### config.mk
export PLATFORM = sky130hd
export DESIGN_NAME = pipe_hazard_ctrl_flat
export DESIGN_NICKNAME = d
export VERILOG_FILES = /design/src/rtl/pipe_hazard_ctrl_if.sv /design/src/rtl/pipe_hazard_ctrl.sv /design/src/flat_wrapper.sv
export SDC_FILE = /design/constraint.sdc
export NUM_CORES = 1
export LEC_CHECK = 0
export BUFFER_PORTS_ARGS = -buffer_cell sky130_fd_sc_hd__clkbuf_2
export CAP_MARGIN = 40
export CELL_PAD_IN_SITES_DETAIL_PLACEMENT = 1
export CELL_PAD_IN_SITES_GLOBAL_PLACEMENT = 2
export CORE_ASPECT_RATIO = 0.9
export CORE_MARGIN = 3
export CORE_UTILIZATION = 25
export DETAILED_ROUTE_END_ITERATION = 8
export PLACE_DENSITY_LB_ADDON = 0.1
export SKIP_LAST_GASP = 1
export SYNTH_ARGS = -nofsm -noshare
export SYNTH_HDL_FRONTEND = slang
export SYNTH_SLANG_ARGS = --single-unit
### constraint.sdc
create_clock -name clk -period 3.05 [get_ports clk]
set_clock_uncertainty 0.2 [all_clocks]
set_input_delay 0.61 -clock clk [delete_from_list [all_inputs] [get_ports clk]]
set_output_delay 0.61 -clock clk [all_outputs]
set_load 0.05 [all_outputs]
### src/rtl/pipe_hazard_ctrl_if.sv
// Hazard controller bundle: stage register fields in, pipeline register controls out.
// master = datapath side (drives stage fields, consumes controls); slave = controller.
// Ports: ID/EX/MEM/WB register numbers and flags, load enables, bubbles, forward selects, stall count.
interface pipe_hazard_ctrl_if #(
    parameter int CNT_W = 16
);
    logic [4:0]       id_rs;
    logic [4:0]       id_rt;
    logic             id_uses_rs;
    logic             id_uses_rt;
    logic [4:0]       ex_rs;
    logic [4:0]       ex_rt;
    logic [4:0]       idex_rd;
    logic             idex_reg_write;
    logic             idex_mem_read;
    logic             ex_is_multi;
    logic             ex_branch_taken;
    logic [4:0]       exmem_rd;
    logic             exmem_reg_write;
    logic [4:0]       memwb_rd;
    logic             memwb_reg_write;

    logic             pc_write;
    logic             ifid_write;
    logic             ifid_flush;
    logic             idex_write;
    logic             idex_bubble;
    logic             exmem_bubble;
    logic [1:0]       fwd_a;
    logic [1:0]       fwd_b;
    logic             busy;
    logic [CNT_W-1:0] stall_cnt;

    modport master (
        output id_rs, id_rt, id_uses_rs, id_uses_rt, ex_rs, ex_rt,
               idex_rd, idex_reg_write, idex_mem_read, ex_is_multi, ex_branch_taken,
               exmem_rd, exmem_reg_write, memwb_rd, memwb_reg_write,
        input  pc_write, ifid_write, ifid_flush, idex_write, idex_bubble,
               exmem_bubble, fwd_a, fwd_b, busy, stall_cnt
    );

    modport slave (
        input  id_rs, id_rt, id_uses_rs, id_uses_rt, ex_rs, ex_rt,
               idex_rd, idex_reg_write, idex_mem_read, ex_is_multi, ex_branch_taken,
               exmem_rd, exmem_reg_write, memwb_rd, memwb_reg_write,
        output pc_write, ifid_write, ifid_flush, idex_write, idex_bubble,
               exmem_bubble, fwd_a, fwd_b, busy, stall_cnt
    );
endinterface

### src/rtl/pipe_hazard_ctrl.sv
// Pipeline hazard controller: stall/flush/freeze sequencing, EX forwarding selects,
// multi-cycle EX occupancy FSM and a saturating stall-cycle counter.
// Zero-latency combinational controls; only state, cnt and stall_cnt are registered.
// Ports: clk, rst (async active-high), hz (slave modport of pipe_hazard_ctrl_if).
// Option: define HAZARD_FORWARDING_EN to enable forwarding (load-use-only stalls);
// otherwise forward selects are 00 and any EX/MEM-stage producer match stalls.
module pipe_hazard_ctrl #(
    parameter int MULTI_LAT = 4,
    parameter int CNT_W     = 16
) (
    input  logic              clk,
    input  logic              rst,
    pipe_hazard_ctrl_if.slave hz
);
    localparam int CW = $clog2(MULTI_LAT) + 1;
    localparam logic [CW-1:0] CNT_LOAD = CW'(MULTI_LAT - 1);

    typedef enum logic {RUN, MULTI} state_t;

    state_t        state, state_nxt;
    logic [CW-1:0] cnt, cnt_nxt;
    logic          freeze;
    logic          multi_busy;
    logic          hazard;

    function automatic logic src_match(input logic uses, input logic [4:0] src,
                                       input logic wr, input logic [4:0] dst);
        return uses && (src != 5'd0) && wr && (src == dst);
    endfunction

    function automatic logic [1:0] fwd_sel(input logic [4:0] src,
                                           input logic mem_wr, input logic [4:0] mem_rd,
                                           input logic wb_wr, input logic [4:0] wb_rd);
        if (src_match(1'b1, src, mem_wr, mem_rd))
            return 2'b10;
        else if (src_match(1'b1, src, wb_wr, wb_rd))
            return 2'b01;
        else
            return 2'b00;
    endfunction

    // The RUN cycle that sees the op plus MULTI_LAT-1 counted MULTI cycles freeze;
    // the MULTI cycle with cnt==0 lets the op leave EX while still reporting busy.
    always_comb begin
        state_nxt  = state;
        cnt_nxt    = cnt;
        freeze     = 1'b0;
        multi_busy = 1'b0;
        case (state)
            RUN: begin
                if (hz.ex_is_multi) begin
                    freeze     = 1'b1;
                    multi_busy = 1'b1;
                    state_nxt  = MULTI;
                    cnt_nxt    = CNT_LOAD;
                end
            end
            MULTI: begin
                multi_busy = 1'b1;
                if (cnt != '0) begin
                    freeze  = 1'b1;
                    cnt_nxt = cnt - 1'b1;
                end else begin
                    state_nxt = RUN;
                end
            end
            default: state_nxt = RUN;
        endcase
    end

    always_ff @(posedge clk or posedge rst) begin
        if (rst) begin
            state <= RUN;
            cnt   <= '0;
        end else begin
            state <= state_nxt;
            cnt   <= cnt_nxt;
        end
    end

`ifdef HAZARD_FORWARDING_EN
    // Forwarding covers everything except a load whose data is not yet available.
    always_comb begin
        hazard = hz.idex_mem_read &&
                 (src_match(hz.id_uses_rs, hz.id_rs, hz.idex_reg_write, hz.idex_rd) ||
                  src_match(hz.id_uses_rt, hz.id_rt, hz.idex_reg_write, hz.idex_rd));
    end
    assign hz.fwd_a = rst ? 2'b00 : fwd_sel(hz.ex_rs, hz.exmem_reg_write, hz.exmem_rd,
                                           hz.memwb_reg_write, hz.memwb_rd);
    assign hz.fwd_b = rst ? 2'b00 : fwd_sel(hz.ex_rt, hz.exmem_reg_write, hz.exmem_rd,
                                           hz.memwb_reg_write, hz.memwb_rd);
`else
    // No forwarding: wait until the producer reaches WB; write-first RF covers WB.
    always_comb begin
        hazard = src_match(hz.id_uses_rs, hz.id_rs, hz.idex_reg_write,  hz.idex_rd)  ||
                 src_match(hz.id_uses_rt, hz.id_rt, hz.idex_reg_write,  hz.idex_rd)  ||
                 src_match(hz.id_uses_rs, hz.id_rs, hz.exmem_reg_write, hz.exmem_rd) ||
                 src_match(hz.id_uses_rt, hz.id_rt, hz.exmem_reg_write, hz.exmem_rd);
    end
    assign hz.fwd_a = 2'b00;
    assign hz.fwd_b = 2'b00;
    logic unused_fwd_inputs;
    assign unused_fwd_inputs = ^{hz.ex_rs, hz.ex_rt, hz.idex_mem_read,
                                 hz.memwb_rd, hz.memwb_reg_write};
`endif

    // Priority: reset, freeze, flush, stall, normal.
    always_comb begin
        hz.pc_write     = 1'b1;
        hz.ifid_write   = 1'b1;
        hz.ifid_flush   = 1'b0;
        hz.idex_write   = 1'b1;
        hz.idex_bubble  = 1'b0;
        hz.exmem_bubble = 1'b0;
        hz.busy         = multi_busy;
        if (rst) begin
            hz.pc_write     = 1'b0;
            hz.ifid_write   = 1'b0;
            hz.ifid_flush   = 1'b1;
            hz.idex_bubble  = 1'b1;
            hz.exmem_bubble = 1'b1;
            hz.busy         = 1'b0;
        end else if (freeze) begin
            hz.pc_write     = 1'b0;
            hz.ifid_write   = 1'b0;
            hz.idex_write   = 1'b0;
            hz.exmem_bubble = 1'b1;
            hz.busy         = 1'b1;
        end else if (hz.ex_branch_taken) begin
            hz.ifid_flush  = 1'b1;
            hz.idex_bubble = 1'b1;
        end else if (hazard) begin
            hz.pc_write    = 1'b0;
            hz.ifid_write  = 1'b0;
            hz.idex_bubble = 1'b1;
        end
    end

    always_ff @(posedge clk or posedge rst) begin
        if (rst)
            hz.stall_cnt <= '0;
        else if (!hz.pc_write && (hz.stall_cnt != '1))
            hz.stall_cnt <= hz.stall_cnt + 1'b1;
    end
endmodule

### src/flat_wrapper.sv
// flat-port wrapper written by rule: the top's interface ports become plain ports
module pipe_hazard_ctrl_flat 
#(
    parameter int MULTI_LAT = 4,
    parameter int CNT_W     = 16
)
  (clk, rst, hz_id_rs, hz_id_rt, hz_id_uses_rs, hz_id_uses_rt, hz_ex_rs, hz_ex_rt, hz_idex_rd, hz_idex_reg_write, hz_idex_mem_read, hz_ex_is_multi, hz_ex_branch_taken, hz_exmem_rd, hz_exmem_reg_write, hz_memwb_rd, hz_memwb_reg_write, hz_pc_write, hz_ifid_write, hz_ifid_flush, hz_idex_write, hz_idex_bubble, hz_exmem_bubble, hz_fwd_a, hz_fwd_b, hz_busy, hz_stall_cnt);
  pipe_hazard_ctrl_if #(.CNT_W(CNT_W)) hz_i ();
  input  logic clk;
  input  logic rst;
  input wire logic [$bits(hz_i.id_rs)-1:0] hz_id_rs;
  input wire logic [$bits(hz_i.id_rt)-1:0] hz_id_rt;
  input wire logic [$bits(hz_i.id_uses_rs)-1:0] hz_id_uses_rs;
  input wire logic [$bits(hz_i.id_uses_rt)-1:0] hz_id_uses_rt;
  input wire logic [$bits(hz_i.ex_rs)-1:0] hz_ex_rs;
  input wire logic [$bits(hz_i.ex_rt)-1:0] hz_ex_rt;
  input wire logic [$bits(hz_i.idex_rd)-1:0] hz_idex_rd;
  input wire logic [$bits(hz_i.idex_reg_write)-1:0] hz_idex_reg_write;
  input wire logic [$bits(hz_i.idex_mem_read)-1:0] hz_idex_mem_read;
  input wire logic [$bits(hz_i.ex_is_multi)-1:0] hz_ex_is_multi;
  input wire logic [$bits(hz_i.ex_branch_taken)-1:0] hz_ex_branch_taken;
  input wire logic [$bits(hz_i.exmem_rd)-1:0] hz_exmem_rd;
  input wire logic [$bits(hz_i.exmem_reg_write)-1:0] hz_exmem_reg_write;
  input wire logic [$bits(hz_i.memwb_rd)-1:0] hz_memwb_rd;
  input wire logic [$bits(hz_i.memwb_reg_write)-1:0] hz_memwb_reg_write;
  output wire logic [$bits(hz_i.pc_write)-1:0] hz_pc_write;
  output wire logic [$bits(hz_i.ifid_write)-1:0] hz_ifid_write;
  output wire logic [$bits(hz_i.ifid_flush)-1:0] hz_ifid_flush;
  output wire logic [$bits(hz_i.idex_write)-1:0] hz_idex_write;
  output wire logic [$bits(hz_i.idex_bubble)-1:0] hz_idex_bubble;
  output wire logic [$bits(hz_i.exmem_bubble)-1:0] hz_exmem_bubble;
  output wire logic [$bits(hz_i.fwd_a)-1:0] hz_fwd_a;
  output wire logic [$bits(hz_i.fwd_b)-1:0] hz_fwd_b;
  output wire logic [$bits(hz_i.busy)-1:0] hz_busy;
  output wire logic [$bits(hz_i.stall_cnt)-1:0] hz_stall_cnt;
  assign hz_i.id_rs = hz_id_rs;
  assign hz_i.id_rt = hz_id_rt;
  assign hz_i.id_uses_rs = hz_id_uses_rs;
  assign hz_i.id_uses_rt = hz_id_uses_rt;
  assign hz_i.ex_rs = hz_ex_rs;
  assign hz_i.ex_rt = hz_ex_rt;
  assign hz_i.idex_rd = hz_idex_rd;
  assign hz_i.idex_reg_write = hz_idex_reg_write;
  assign hz_i.idex_mem_read = hz_idex_mem_read;
  assign hz_i.ex_is_multi = hz_ex_is_multi;
  assign hz_i.ex_branch_taken = hz_ex_branch_taken;
  assign hz_i.exmem_rd = hz_exmem_rd;
  assign hz_i.exmem_reg_write = hz_exmem_reg_write;
  assign hz_i.memwb_rd = hz_memwb_rd;
  assign hz_i.memwb_reg_write = hz_memwb_reg_write;
  assign hz_pc_write = hz_i.pc_write;
  assign hz_ifid_write = hz_i.ifid_write;
  assign hz_ifid_flush = hz_i.ifid_flush;
  assign hz_idex_write = hz_i.idex_write;
  assign hz_idex_bubble = hz_i.idex_bubble;
  assign hz_exmem_bubble = hz_i.exmem_bubble;
  assign hz_fwd_a = hz_i.fwd_a;
  assign hz_fwd_b = hz_i.fwd_b;
  assign hz_busy = hz_i.busy;
  assign hz_stall_cnt = hz_i.stall_cnt;
  pipe_hazard_ctrl #(.MULTI_LAT(MULTI_LAT), .CNT_W(CNT_W)) u_core (.clk(clk), .rst(rst), .hz(hz_i));
endmodule
# Word-level counts from Yosys, hierarchy flattened

Index checks and enable logic that the tools add are counted.

Bits in registers: 20
Latch bits: 0
Memory bits (writable): 0
Bits in read-only memories: 0
Bits of input ports: 45
Output and inout port bits: 27
Logic and storage cells: 56
Memories kept: 0

$add $sub $neg: 2
Multiply operators: 0
Div/mod/pow operators: 0
$lt $le $gt $ge: 0
Eq/ne operators: 7
Shifts and indexed selects: 0
Mux-type cells: 24
Bitwise gates (word level): 1
Reduce and logical (&&, ||, !) cells: 19

Operators by type and width:

| cell                                                               | number |
|---|---|
| 5-bit == test                                                      | 4 |
| 1-bit 2-to-1 mux                                                   | 19 |
| 16-bit by 1-bit adder with 16-bit output, second input constant    | 1 |
| 16-bit != test, second input constant                              | 1 |
| 1-bit logical AND                                                  | 11 |
| 5-bit nonzero test                                                 | 2 |
| 3-bit 2-to-1 mux                                                   | 2 |
| 3-bit case mux with 2 select lines                                 | 1 |
| 2-bit != test, second input constant                               | 2 |
| 1-bit case mux with 2 select lines                                 | 2 |
| 1-bit logical OR                                                   | 3 |
| 3-bit nonzero test                                                 | 1 |
| 3-bit by 1-bit subtractor with 3-bit output, second input constant | 1 |
| 2-bit AND reduction                                                | 1 |
| 1-bit logical NOT                                                  | 1 |
| 1-bit inverter                                                     | 1 |

# Depth between registers and ports, before layout

Gate-level depths: netlist (run 1).

Depth after elaboration: 13
Gate-level depth with buffers: 10
Depth with buffers taken out: 9

# Worst setup path before layout (run 1)

OpenSTA, ideal clock, no wires.

Kind: flip-flop to output port
From: reg u_core.cnt[0]
To: out hz_pc_write
Data arrival time: 2.177 ns
Data required time: 2.240 ns
Slack: 0.063 ns
Cell stages (with the launch flop): 8
Path buffers: 1
Path through: dfrtp_1 > inv_1 > ha_1 > nor2b_1 > a21oi_1 > or2_2 > o21ba_2 > buf_4

Longest elaborated chain between the ends: 5

Ends and longest elaborated chain:

| element                            | RTL line               | source |
|---|---|---|
| start: declaration                 | pipe_hazard_ctrl.sv:21 | `logic [CW-1:0] cnt, cnt_nxt;` |
| start signal: assignment           | pipe_hazard_ctrl.sv:77 | `cnt <= cnt_nxt;` |
| 3-bit nonzero test                 | pipe_hazard_ctrl.sv:60 | `if (cnt != '0) begin` |
| 1-bit 2-to-1 mux                   | pipe_hazard_ctrl.sv:60 |  |
| 1-bit case mux with 2 select lines | pipe_hazard_ctrl.sv:49 | `case (state)` |
| via u_core.freeze                  | pipe_hazard_ctrl.sv:22 | `logic freeze;` |
| 1-bit 2-to-1 mux (2 in series)     | -                      |  |
| end: declaration                   | flat_wrapper.sv:26     | `output wire logic [$bits(hz_i.pc_write)-1:0] hz_pc_write;` |

The timed path passes the listed nets, and every way through them passes these cells.

# Final worst setup path (run 1)

From: in hz_idex_rd[2]
To: out hz_ifid_write

Longest elaborated chain between the ends: 9
Elaborated cells on any way between the ends: 11
Classes of those cells: eq/ne (2); mux (4); reduce/logical (5)

Ends and longest elaborated chain:

| element            | RTL line                | source |
|---|---|---|
| start: declaration | flat_wrapper.sv:17      | `input wire logic [$bits(hz_i.idex_rd)-1:0] hz_idex_rd;` |
| 5-bit == test      | pipe_hazard_ctrl.sv:28  | `return uses && (src != 5'd0) && wr && (src == dst);` |
| 1-bit logical AND  | pipe_hazard_ctrl.sv:28  |  |
| 1-bit logical OR * | pipe_hazard_ctrl.sv:95  | `hazard = src_match(hz.id_uses_rs, hz.id_rs, hz.idex_reg_write, hz.idex_rd) \|\|` |
| 1-bit logical OR * | pipe_hazard_ctrl.sv:96  | `src_match(hz.id_uses_rt, hz.id_rt, hz.idex_reg_write, hz.idex_rd) \|\|` |
| 1-bit logical OR * | pipe_hazard_ctrl.sv:97  | `src_match(hz.id_uses_rs, hz.id_rs, hz.exmem_reg_write, hz.exmem_rd) \|\|` |
| 1-bit 2-to-1 mux * | pipe_hazard_ctrl.sv:132 | `end else if (hazard) begin` |
| 1-bit 2-to-1 mux * | pipe_hazard_ctrl.sv:129 | `end else if (hz.ex_branch_taken) begin` |
| 1-bit 2-to-1 mux * | pipe_hazard_ctrl.sv:123 | `end else if (freeze) begin` |
| 1-bit 2-to-1 mux * | pipe_hazard_ctrl.sv:116 | `if (rst) begin` |
| end: declaration   | flat_wrapper.sv:27      | `output wire logic [$bits(hz_i.ifid_write)-1:0] hz_ifid_write;` |

Mark *: on every way between the ends. The rest lies on a longest branch, timed or not.

==> results of run 1 <==
## worst paths after layout
path                                             start                       to  slack [ns]  cells after the start
max in group asynchronous                          rst   u_core.hz.stall_cnt[8]        1.79                      2
min in group asynchronous                          rst             u_core.state        0.35                      2
worst max register to register           u_core.cnt[1]  u_core.hz.stall_cnt[12]        0.82                      8
worst min-delay path            u_core.hz.stall_cnt[8]   u_core.hz.stall_cnt[8]        0.29                      1
worst min register to register  u_core.hz.stall_cnt[8]   u_core.hz.stall_cnt[8]        0.29                      1
worst max-delay path                     hz_idex_rd[2]            hz_ifid_write        0.10                      7
## critical path, delay by kind of cell
family / cells / cell delay, ns
AND/OR/NAND/NOR: 1 / 0.43
buffers and inverters: 2 / 0.32
XOR/XNOR: 1 / 0.16
AO/OA/AOI/OAI: 3 / 0.61
## cells in the mapped netlist (2+ instances only)
master / count
ha_1: 3
xor2_1: 18
nor3_1: 3
o21ai_0: 2
dfrtp_1: 20
inv_1: 4
nand4_1: 5
xnor2_1: 17
or4_1: 2
nor2_1: 7
and2_1: 3
a32oi_1: 2
nand2_1: 5
nor4_1: 3
mux2_2: 2
and3_1: 7
buf_4: 5
nand2b_1: 2
nand3_1: 9
a21oi_1: 4
## stage by stage
step	instance area, sq um	utilization, %	setup WS (ns)	power, mW	hold WS, ns
2_1_floorplan	1350	-	0.0625	0.954	0.297
3_3_place_gp	1660	33.1	0.0731	1.12	0.277
3_5_place_dp	1660	33.1	0.0875	1.14	0.285
4_1_cts	1700	34.0	0.0876	1.32	0.298
5_1_grt	1700	34.0	-0.0273	1.40	0.319
6_report	1700	34.0	0.101	1.30	0.293
## kinds of logic after synthesis
logic type	Yosys count
and+or+nand+nor	50
xor gates and xnor gates	35
DFF	20
AOI/OAI and AO/OA	14
buffers and inverters	11
adders and majority gates	3
muxes	3
other	1
## placed cells by master, fill, tap and decap left out, types with 2 or more instances in the layout
master     n
or4_1      2
nor4_1     3
nand2b_1   2
dfrtp_1   20
xnor2_1   17
and3_1     7
buf_4      2
clkbuf_8   3
inv_1      4
nand2_1    5
clkbuf_2  48
mux2_2     2
o21ai_0    2
and2_1     3
nor3_1     3
xor2_1    18
buf_2      2
nand3_1    9
nand4_1    5
conb_1     4
a21oi_1    4
a32oi_1    2
ha_1       3
nor2_1     7
## cell type report
cell class / instances / area share [%]
Clock buffer: 3 / 2.42
Inverter: 4 / 0.882
Multi-Input combinational cell: 109 / 45.8
Sequential cell: 20 / 29.4
Tap cell: 65 / 4.78
Timing Repair Buffer: 53 / 16.8
## sequential cells by signal, summed over array words and instances (netlist names)
| signal | cells |
|---|---|
| u_core.state | 1 |
| u_core.cnt | 3 |
| u_core.hz.stall_cnt | 16 |
## power groups by stage
stage / logic (mW) / registers, mW / clock network (mW)
floorplan: 0.373 / 0.581 / 0
global placement: 0.690 / 0.432 / 0
detailed placement: 0.707 / 0.437 / 0
CTS: 0.707 / 0.435 / 0.182
global route: 0.755 / 0.450 / 0.196
finish: 0.695 / 0.434 / 0.173
## routing by layer
| layer | part of all wire (%) | wire, um | track usage, % | vias to the layer above |
|---|---|---|---|---|
| met5 | 0 | 0 | 0 | - |
| met4 | 0.38 | 14 | 2.18 | 0 |
| met3 | 5.1 | 190 | 3.03 | 2 |
| met2 | 50 | 1840 | 21.3 | 32 |
| met1 | 45 | 1670 | 15.8 | 554 |
| li1 | - | - | - | 575 |
==> impl_metrics.csv, run 1 <==
group,metric,value,unit
synthesis,syn-instance-count,137,
synthesis,synth_area_leader_cell,"dfrtp_1",
final_layout,layoutNonFillerInstCount,254,
routing,drt_pass1_iterations,4,
synthesis,synth_top_area_share,37.5,%
clocking,ctsResizeCount,0,
clocking,post-cts-setup-buffers,0,
clocking,postCtsHoldBufs,0,
setup_path,cp_slowest_cell,"nor4_1",
setup_path,slowest_delay,0.43,ns
setup_path,crit_type,"in2out",
synthesis,synth.cell_area,1340,sq um
power,seqPwrFrac,33.3,%
final_layout,n_antenna_cell,0,
grt,antenna_found_initial,0,
place,placed_cells,251,
floorplan,core_area,5010,sq um
timing,setup_tns,0,ns
final_layout,regArea,500,sq um
synthesis,muxShareOfSynthArea,2.53,%
grt,grt_pass1_vias,1260,
routing,vias,1163,
final_layout,nFillCells,610,
setup_path,end_kind,"output port",
synthesis,synth_seq_area_share,37.5,%
place,place.gp.congestion,0.762,
synthesis,synthFlopType,"dfrtp_1",
synthesis,synth-seq-cells,20,
power,peakVddDrop,499,uV
hold_path,hp-class,"reg2reg",
synthesis,netlist_top_cells_area,"dfrtp_1 (37%), xor2_1 (12%), xnor2_1 (11%), nand3_1 (3.4%), and3_1 (3.3%)",
setup_path,cp.arrival,2.14,ns
timing,finalCriticalPeriod,2.95,ns
floorplan,fp-row-count,24,
routing,drtIter0Drc,32,
setup_path,crit_chain,"clkbuf_2 -> xor2_1 -> nor4_1 -> a32oi_1 -> o22a_1 -> o21ba_2 -> buf_2",
synthesis,synth_warnings,0,
routing,postRouteAntennaNets,0,
power,switching_share,49.4,%
final_layout,syn2layout_area_growth,27.4,%
power,p_per_area,765,nW/um^2
timing,finalHoldViolations,0,
routing,vias_per_cell,4.58,
grt,grt_use_total,12.2,%
setup_path,cp_max_fo,4,
timing,setup_viol,0,
timing,period_share,96.7,%
power,power.internal,0.659,mW
final_layout,fin_nets,239,
synthesis,synth_fa_ha_area_share,2.81,%
synthesis,synth-edff-count,0,
clocking,htree_levels,1,
place,numPortBuffers,50,
floorplan,pin_count,72,
grt,grt_overflow,0,
outcome,status,"finished clean",
power,p_clk_share,13.3,%
power,p_comb_share,53.4,%
floorplan,die_area,6260,sq um
synthesis,synth-xor-area-share,22.9,%
final_layout,drive_gt1_share,32.8,%
clocking,clock_latency,0.25,ns
flow_run,maxCapViolations,0,
floorplan,die_w,83.1,um
clocking,cts_buffer_depth,2,
floorplan,die_y,75.4,um
floorplan,start_util,26.6,%
clocking,numCtsBuffers,3,
timing,worstMarginPinSlew,0.820,ns
synthesis,avgSynthCellArea,9.75,sq um
power,p_switching,0.643,mW
setup_path,start_kind,"input port",
clocking,cts_tree,"built",
clocking,clkTransAtPathRegs,0.07,ns
grt,grt_max_degree,21,
timing,slew_viol_final,0,
power,p_leak,0.809,nW
clocking,clock-sinks,20,
routing,drc,0,
place,dp.final_hpwl,3090,um
synthesis,synth-simple-area-share,20.9,%
final_layout,multi_input_area,779,sq um
timing,max_freq,339,MHz
grt,grt_first_pass_wirelength,6130,um
setup_path,required,2.24,ns
routing,routed_wl,3720,um
clocking,cts-root-buf,"clkbuf_8",
synthesis,synth_cell_types,34,
synthesis,synth_top_family_by_area,"XOR/XNOR gates",
synthesis,async_flop_share,100,%
timing,max-slew-margin-rel,45.2,%
routing,wire_per_inst,14.6,um
timing,rsz0062_at_grt,"yes",
synthesis,synth_compound_area_share,8.05,%
Note: power is estimated with default switching activity, not from simulation.
==> run 2: changes to the inputs <==
--- a/config.mk
+++ b/config.mk
@@ -12,5 +12,6 @@
 export CORE_ASPECT_RATIO = 0.9
 export CORE_MARGIN = 3
-export CORE_UTILIZATION = 25
+export CORE_UTILIZATION = 26
+export CTS_BUF_LIST = sky130_fd_sc_hd__clkbuf_4 sky130_fd_sc_hd__clkbuf_8
 export DETAILED_ROUTE_END_ITERATION = 8
 export PLACE_DENSITY_LB_ADDON = 0.1
--- a/constraint.sdc
+++ b/constraint.sdc
@@ -3,3 +3,3 @@
 set_input_delay 0.61 -clock clk [delete_from_list [all_inputs] [get_ports clk]]
 set_output_delay 0.61 -clock clk [all_outputs]
-set_load 0.05 [all_outputs]
+set_load 0.1 [all_outputs]
==> run 2 against run 1 <==
Net effect:
- clock-buffer cell count increased by 1
- cell count decreased by 0.39%
- hold slack improved by 0.0099 ns
- register-to-register slack got worse by 0.07 ns
- sequential power about the same
- critical path depth decreased by 1
- die area decreased by 3.6%
- design area increased by 3.2%
- maximum frequency increased by 1.2%
- largest cell class unchanged
==> impl_metrics.csv, run 2 (synthesis results as in run 1) <==
group,metric,value,unit
setup_path,required,2.24,ns
setup_path,slowest_delay,0.52,ns
final_layout,design_area,1760,sq um
final_layout,n_antenna_cell,0,
setup_path,crit_type,"in2out",
power,peakVddDrop,654,uV
routing,vias_per_cell,4.64,
clocking,ctsResizeCount,0,
power,p_clk_share,12.4,%
routing,routed_wl,3610,um
power,p_comb_share,61.2,%
timing,max-slew-margin-rel,47.2,%
grt,grt_max_degree,21,
setup_path,cp_max_fo,4,
clocking,post-cts-setup-buffers,0,
place,place.gp.congestion,0.753,
floorplan,die_area,6040,sq um
setup_path,cp_slowest_cell,"or4_1",
floorplan,die_w,81.6,um
grt,grt_use_total,12.7,%
setup_path,rrSetupSlack,0.75,ns
floorplan,die_y,74.0,um
timing,worstMarginPinSlew,0.791,ns
clocking,numCtsBuffers,3,
grt,grt_pass1_vias,1242,
routing,drtIter0Drc,25,
power,seqPwrFrac,26.3,%
power,p_switching,0.938,mW
routing,wire_per_inst,14.3,um
timing,finalCriticalPeriod,2.91,ns
grt,antenna_found_initial,0,
final_layout,nFillCells,590,
clocking,cts-root-buf,"clkbuf_8",
clocking,clkTransAtPathRegs,0.08,ns
final_layout,drive_gt1_share,34.6,%
timing,period_share,95.5,%
timing,slew_viol_final,0,
floorplan,core_area,4890,sq um
floorplan,pin_count,72,
floorplan,start_util,27.3,%
power,switching_share,56.9,%
final_layout,mostFrequentLayoutCell,"clkbuf_2",
routing,met1_length,1640,um
final_layout,fin_nets,237,
power,p_per_area,938,nW/um^2
setup_path,cp.arrival,2.10,ns
timing,finalHoldViolations,0,
final_layout,mostFrequentLayoutCells,"clkbuf_2 (47), dfrtp_1 (20), xor2_1 (18)",
routing,highest_layer,"met4",
clocking,clock_latency,0.26,ns
setup_path,end_kind,"output port",
final_layout,largest_register_ffs,16,
clocking,postCtsHoldBufs,0,
power,power.internal,0.710,mW
final_layout,top_register,"u_core.hz.stall_cnt",
floorplan,fp-row-count,24,
grt,grt_first_pass_wirelength,5880,um
outcome,status,"finished clean",
final_layout,top_regs,"u_core.hz.stall_cnt: 16 flops, u_core.cnt: 3 flops, u_core.state: 1 flops",
timing,max_freq,343,MHz
setup_path,start_kind,"input port",
place,dp.final_hpwl,2950,um
timing,setup_viol,0,
clocking,cts_buffer_depth,2,
flow_run,maxCapViolations,0,
clocking,htree_levels,1,
grt,grt_overflow,0,
routing,dr_wl_met2,1710,um
final_layout,layoutNonFillerInstCount,253,
clocking,clock-sinks,20,
setup_path,crit_chain,"clkbuf_2 -> or4_1 -> o21ai_0 -> o22a_1 -> o21ba_4 -> buf_12",
routing,postRouteAntennaNets,0,
routing,drt_pass1_iterations,2,
timing,rsz0062_at_grt,"no",
place,placed_cells,249,
place,dpl_cell_area,1690,sq um
final_layout,syn2layout_area_growth,31.5,%
routing,vias,1175,
hold_path,hp-class,"reg2reg",
routing,drc,0,
routing,wl_met3,191,um
power,p_leak,0.817,nW
place,numPortBuffers,50,
clocking,cts_tree,"built",
run 2: final timing paths:
| check | startpoint | end | depth (start not counted) |
|---|---|---|---|
| setup / recovery | hz_id_rt[0] | hz_ifid_write | 6 |
| hold / removal | u_core.hz.stall_cnt[5] | u_core.hz.stall_cnt[5] | 1 |
| setup reg to reg | u_core.cnt[0] | u_core.hz.stall_cnt[1] | 9 |
| hold reg to reg | u_core.hz.stall_cnt[5] | u_core.hz.stall_cnt[5] | 1 |
| max in group asynchronous | rst | u_core.hz.stall_cnt[12] | 2 |
| min in group asynchronous | rst | u_core.state | 2 |
run 2: power groups by stage:
stage	sequential [mW]	clock [mW]	combinational, mW
5_1_grt	0.451	0.223	1.07
6_report	0.434	0.205	1.01
3_3_place_gp	0.431	0	1.00
2_1_floorplan	0.764	0	0.483
3_5_place_dp	0.437	0	1.02
4_1_cts	0.433	0.212	1.02
run 2: critical path: cells and delay by family:
kind / cells / cell delay, ns
buffers and inverters: 2 / 0.29
AOI/OAI and AO/OA: 3 / 0.68
and+or+nand+nor: 1 / 0.52
run 2: layout make-up:
| cell class | count | area (sq um) | share of cell area, % |
|---|---|---|---|
| multi-input cells | 109 | 802 | 45.7 |
| flip-flops and latches | 20 | 500 | 28.5 |
| repair buffers | 51 | 303 | 17.2 |
| well taps | 65 | 81.3 | 4.63 |
| clock buffers | 4 | 55.1 | 3.13 |
| inverters | 4 | 15.0 | 0.855 |
run 2: per-layer routing:
metal	track usage, %	vias up
li1	-	569
met1	16.2	563
met2	21.2	36
met3	1.82	7
met4	5.90	0
met5	0	-
run 2: through the flow:
step / util, % / setup slack [ns] / setup TNS, ns / hold WS (ns) / total power, mW
floorplan: - / -0.0761 / -0.0761 / 0.297 / 1.25
global placement: 34.6 / 0.119 / 0 / 0.280 / 1.43
detailed placement: 34.6 / 0.116 / 0 / 0.288 / 1.45
CTS: 35.7 / 0.0506 / 0 / 0.302 / 1.66
global route: 35.9 / 0.0256 / 0 / 0.323 / 1.75
finish: 35.9 / 0.137 / 0 / 0.303 / 1.65
